$ cat config.mk
export PLATFORM = sky130hd
export DESIGN_NAME = dma_dev_port
export DESIGN_NICKNAME = d
export VERILOG_FILES = /design/src/rtl/dma_dev_port.sv
export SDC_FILE = /design/constraint.sdc
export NUM_CORES = 1
export LEC_CHECK = 0
export BUFFER_PORTS_ARGS = -buffer_cell sky130_fd_sc_hd__buf_2
export CORE_MARGIN = 4
export CORE_UTILIZATION = 25
export DETAILED_ROUTE_END_ITERATION = 16
export SYNTH_ARGS = -nofsm -noshare
export SYNTH_HDL_FRONTEND = slang
export SYNTH_SLANG_ARGS = --single-unit
$ cat constraint.sdc
create_clock -name clk -period 3.48 [get_ports clk]
set_clock_uncertainty 0.05 [all_clocks]
set_input_delay 0.174 -clock clk [delete_from_list [all_inputs] [get_ports clk]]
set_output_delay 0.174 -clock clk [all_outputs]
set_load 0.02 [all_outputs]
$ cat src/rtl/dma_dev_port.sv
// Device-side endpoint of the DMA device handshake: takes a command from a local core,
// requests the transfer, paces it with dev_ack and streams words to/from a small buffer.
module dma_dev_port #(
  parameter int ADD_LEN   = 16,
  parameter int DATA_LEN  = 16,
  parameter int BUF_DEPTH = 4,
  parameter int TIMEOUT   = 1024
) (
  input  logic                 clk,
  input  logic                 reset,
  input  logic                 cmd_start,
  input  logic                 cmd_rd_wr,
  input  logic [ADD_LEN-1:0]   cmd_num_words,
  input  logic [ADD_LEN-1:0]   cmd_addr,
  input  logic                 ack_pause,
  input  logic                 buf_wr_en,
  input  logic [BUF_DEPTH-1:0] buf_addr,
  input  logic [DATA_LEN-1:0]  buf_wr_data,
  output logic [DATA_LEN-1:0]  buf_rd_data,
  output logic                 busy,
  output logic                 done,
  output logic                 error,
  output logic                 rqst,
  output logic                 rd_wr,
  output logic [ADD_LEN-1:0]   num_words,
  output logic [ADD_LEN:0]     start_addr,
  output logic                 dev_ack,
  output logic [DATA_LEN-1:0]  dev_in,
  input  logic [DATA_LEN-1:0]  dev_out,
  input  logic                 dma_ack,
  input  logic                 end_flag
);

  localparam int                 WD_W         = $clog2(TIMEOUT) + 1;
  localparam logic [ADD_LEN-1:0] LP_BUF_WORDS = ADD_LEN'(2 ** BUF_DEPTH);
  localparam logic [WD_W-1:0]    LP_WD_LAST   = WD_W'(TIMEOUT - 1);

  typedef enum logic [2:0] {S_IDLE, S_REQ, S_XFER, S_DRAIN, S_FIN} state_t;

  state_t              r_state;
  logic [DATA_LEN-1:0] r_mem [2**BUF_DEPTH];
  logic                r_rd_wr;
  logic [ADD_LEN-1:0]  r_num_words;
  logic [ADD_LEN:0]    r_start_addr;
  logic [ADD_LEN-1:0]  r_ptr;
  logic [WD_W-1:0]     r_wdog;
  logic                r_rqst;
  logic                r_busy;
  logic                r_done;
  logic                r_error;

  logic                 w_in_xfer;
  logic                 w_room;
  logic                 w_take;
  logic [ADD_LEN-1:0]   w_ptr_next;
  logic                 w_timeout;
  logic [BUF_DEPTH-1:0] w_idx;

  assign w_in_xfer  = (r_state == S_XFER);
  assign w_room     = (r_ptr < r_num_words);
  assign w_take     = w_in_xfer & dma_ack & w_room;
  assign w_ptr_next = w_take ? r_ptr + 1'b1 : r_ptr;
  assign w_timeout  = (r_wdog == LP_WD_LAST);
  // Oversize commands are rejected up front, so the low pointer bits never wrap.
  assign w_idx      = r_ptr[BUF_DEPTH-1:0];

  always_ff @(posedge clk) begin
    if (reset) begin
      r_state      <= S_IDLE;
      r_rd_wr      <= 1'b0;
      r_num_words  <= '0;
      r_start_addr <= '0;
      r_ptr        <= '0;
      r_wdog       <= '0;
      r_rqst       <= 1'b0;
      r_busy       <= 1'b0;
      r_done       <= 1'b0;
      r_error      <= 1'b0;
    end else begin
      r_rqst  <= 1'b0;
      r_done  <= 1'b0;
      r_error <= 1'b0;
      case (r_state)
        S_IDLE: begin
          if (cmd_start) begin
            r_rd_wr      <= cmd_rd_wr;
            r_num_words  <= cmd_num_words;
            r_start_addr <= {1'b0, cmd_addr};
            if (cmd_num_words == '0) begin
              r_state <= S_FIN;
              r_done  <= 1'b1;
            end else if (cmd_num_words > LP_BUF_WORDS) begin
              r_state <= S_FIN;
              r_done  <= 1'b1;
              r_error <= 1'b1;
            end else begin
              r_state <= S_REQ;
              r_rqst  <= 1'b1;
              r_busy  <= 1'b1;
            end
          end
        end
        S_REQ: begin
          r_ptr   <= '0;
          r_wdog  <= '0;
          r_state <= S_XFER;
        end
        S_XFER: begin
          r_ptr  <= w_ptr_next;
          r_wdog <= r_wdog + 1'b1;
          // A word arriving with end_flag is counted before judging a short read.
          if (end_flag) begin
            r_state <= S_FIN;
            r_busy  <= 1'b0;
            r_done  <= 1'b1;
            r_error <= r_rd_wr & (w_ptr_next != r_num_words);
          end else if (w_timeout) begin
            r_state <= S_FIN;
            r_busy  <= 1'b0;
            r_done  <= 1'b1;
            r_error <= 1'b1;
          end else if (w_ptr_next == r_num_words) begin
            r_state <= S_DRAIN;
          end
        end
        S_DRAIN: begin
          r_wdog <= r_wdog + 1'b1;
          if (end_flag) begin
            r_state <= S_FIN;
            r_busy  <= 1'b0;
            r_done  <= 1'b1;
          end else if (w_timeout) begin
            r_state <= S_FIN;
            r_busy  <= 1'b0;
            r_done  <= 1'b1;
            r_error <= 1'b1;
          end
        end
        S_FIN: begin
          r_state <= S_IDLE;
        end
        default: begin
          r_state <= S_IDLE;
        end
      endcase
    end
  end

  always_ff @(posedge clk) begin
    if (r_state == S_IDLE && buf_wr_en) begin
      r_mem[buf_addr] <= buf_wr_data;
    end else if (w_take && r_rd_wr) begin
      r_mem[w_idx] <= dev_out;
    end
  end

  assign buf_rd_data = r_mem[buf_addr];
  assign dev_in      = w_in_xfer ? r_mem[w_idx] : '0;
  assign dev_ack     = w_in_xfer & ~ack_pause & w_room;
  assign busy        = r_busy;
  assign done        = r_done;
  assign error       = r_error;
  assign rqst        = r_rqst;
  assign rd_wr       = r_rd_wr;
  assign num_words   = r_num_words;
  assign start_addr  = r_start_addr;

endmodule
==> results.yml <==
global_routing:
  grt_pass1_vias: 10500
  track_usage_pct: 13.0
  antenna_found_initial: 1
  grt_pass1_wl_um: 66500
  overflow: 0
  grt_max_degree: 53
sta:
  relSlewSlack_pct: 28.4
  drv_slew: 0
  tns_ns: 0
  fin_crit_sh_pct: 96.1
  report.final.hold_viol_count: 0
  setup_viol: 0
  setup_slack_ns: 0.134
  worst_pin_slew_ns: 1.07
  max_freq_mhz: 299
  fin_crit_ns: 3.35
  holdWs_ns: 0.136
hold_path:
  hold_depth: 2
  hp-class: "primary input to flop"
  worstHoldStart: "dev_out[9]"
  hold_end: "r_mem[3][9]"
worst_setup_path:
  cp.depth: 10
  cpLargestDelayFamily: "simple AND/OR/NAND/NOR gates"
  critPathLaunchType: "flop"
  critPathArrivalTime_ns: 3.46
  slowest_delay_ns: 0.60
  cp.buffers_inverters: 1
  timing.rr.end: "r_mem[7][2]"
  path_class: "flop to flop"
  cp_data_required_time_ns: 3.59
  cp_slowest_cell: "nor2_4"
  cp-end-kind: "flop"
  ff2ff_path_depth: 10
  r2r_start: "num_words[2]"
  critPathMaxFanout: 16
  r2r_slack_ns: 0.13
  path_cells: "inv_1 -> ha_1 -> or3_1 -> a41oi_2 -> nand2_1 -> nor2_1 -> nand2_2 -> nor3b_1 -> a31oi_2 -> nor2_4"
place:
  io_buffer_count: 145
  post-dp-hpwl_um: 30000
  gp_congestion: 0.831
  dp_slack_ns: -0.154
clock_tree:
  cts_root_buffer: "clkbuf_16"
  clkTransAtPathRegs_ns: 0.06
  postCtsSetupRepairBufs: 0
  cts_tree: "built"
  clk_latency_ns: 0.53
  cts_made_buffers: 36
  clockBufferDepth: 3
  clock_sinks: 327
  cts.htree.levels: 2
synth:
  synthCells: 1014
  syn_nets: 1107
  yosysWarnings: 0
  ys_seq_area_share_pct: 57.8
  ys.flop_type: "edfxtp_1"
  synth-edff-count: 256
  synth_async_sr_flop_share_pct: 0
  synth_cell_types: 63
  syn_area_um2: 15800
  synth_area_per_cell_um2: 15.5
  ys_ff_latch: 327
final_layout:
  final-seq-area_um2: 9110
  fill_cells: 6051
  final_nets: 1343
  mostFrequentLayoutCell: "edfxtp_1"
  final_core_util_pct: 31.6
  drive_above_1_share_pct: 39.7
  synthToLayoutAreaGrowth_pct: 24.6
  multi_input_area_um2: 6370
  insertedDiodeCount: 0
  layout_common_cells: "edfxtp_1, mux4_2, buf_2"
floorplanning:
  die_y_um: 259
  coreArea_um2: 62100
  dieWidth_um: 259
  dieArea_um2: 67100
  rows: 91
  num_io_pins: 147
  initial_core_util_pct: 25.4
detailed_routing:
  wirelength_um: 44900
  post_drt_wl_per_cell_um: 21.2
  drc: 0
  viasPerCell: 4.83
  drtPass1Iterations: 5
  drtIter0Drc: 910
  drtAntennaViolNets: 0
  vias: 10200
power:
  leakagePower_nw: 6.57
  pwr-share-comb_pct: 7.8
  seq_power_share_pct: 47.9
  ir_worst_vdd_mv: 0.294
  switchingPower_mw: 2.04
  p_total_mw: 8.97
  internal-power_mw: 6.93
  powerDensity_nw_per_um2: 457
  p_sw_share_pct: 22.8
  pwr-share-clk_pct: 44.3
job:
  maxCapViolCount: 0
outcome:
  outcome: "finished clean"
routing by layer:
metal	wire [um]	global-route usage (%)	vias up
met3	3310	2.83	59
met1	19000	17.6	5221
li1	-	-	4544
met4	817	3.03	0
met5	0	0	-
met2	21700	21.7	378
logic make-up after synthesis:
logic type / count (synthesis) / share of synthesized area, %
xor gates and xnor gates: 21 / 1.17
buffers and inverters: 90 / 2.36
and+or+nand+nor: 250 / 7.77
muxes: 185 / 24.6
adders and majority gates: 17 / 1.35
other: 1 / 0.0238
DFF: 327 / 57.8
AOI/OAI and AO/OA: 123 / 4.87
registers in the layout, summed over array words and instances (netlist names), named ones only:
register,cells
r_wdog,11
r_mem,256
error,1
done,1
rd_wr,1
busy,1
num_words,16
rqst,1
r_ptr,16
start_addr,16
r_state,3
synthesized netlist by cell type (6+ instances only):
| master | count | share of area [%] |
|---|---|---|
| edfxtp_1 | 256 | 49 |
| mux4_2 | 160 | 23 |
| nand2_1 | 93 | 2.2 |
| dfxtp_1 | 71 | 9.0 |
| a21oi_1 | 63 | 2.0 |
| nor2_1 | 55 | 1.3 |
| clkbuf_1 | 46 | 1.1 |
| mux2_2 | 21 | 1.5 |
| inv_1 | 20 | 0.48 |
| and2_1 | 19 | 0.75 |
| ha_1 | 17 | 1.4 |
| nand3_1 | 17 | 0.54 |
| nor3_1 | 16 | 0.51 |
| xnor2_1 | 15 | 0.83 |
| buf_1 | 13 | 0.31 |
| o21ai_0 | 13 | 0.41 |
| a211oi_1 | 9 | 0.43 |
| nand4_1 | 8 | 0.32 |
| nor4_1 | 7 | 0.28 |
| a311oi_1 | 6 | 0.33 |
| buf_2 | 6 | 0.19 |
| xor2_1 | 6 | 0.33 |
layout make-up:
cell class                 instances  area share (%)
inverter                          21           0.402
clock buffer                      47            5.12
clock inverter                    17            1.13
timing repair buffer             267            9.08
tap                              837            5.34
sequential                       327            46.4
multi-input combinational        597            32.5
what timing repair did:
item / CTS / global route
endpoints found under the setup margin: 112 / 131
pin swaps: 0 / 1
endpoints found under the hold margin: 37 / 0
gates resized for setup: 3 / 8
gates cloned: 0 / 0
hold buffers: 35 / 0
stage by stage:
| stage | area [um2] | std cells |
|---|---|---|
| floorplan | 15800 | 1014 |
| detailed placement | 18000 | 2014 |
| global placement | 18000 | 2014 |
| global route | 19600 | 2113 |
| CTS | 19600 | 2113 |
| finish | 19600 | 2113 |
power by group through the flow:
stage          logic, mW  clock network, mW  registers, mW
6_report           0.699               3.98           4.29
5_1_grt            0.755               4.25           4.30
4_1_cts            0.706               4.08           4.29
3_5_place_dp       0.671                  0           4.38
3_3_place_gp       0.664                  0           4.37
2_1_floorplan      0.363                  0           4.41
worst max path at each step:
stage | startpoint | end | slack (ns)
after floorplan | num_words[1] | r_mem[11][0] | -0.07
after global placement | num_words[2] | r_mem[10][8] | -0.02
after detailed placement | num_words[2] | r_mem[10][14] | -0.15
after CTS | num_words[2] | r_mem[9][1] | -0.11
after global routing | num_words[3] | r_mem[10][2] | -0.07
final | num_words[2] | r_mem[7][2] | 0.13
(Power assumes the default switching activity.)
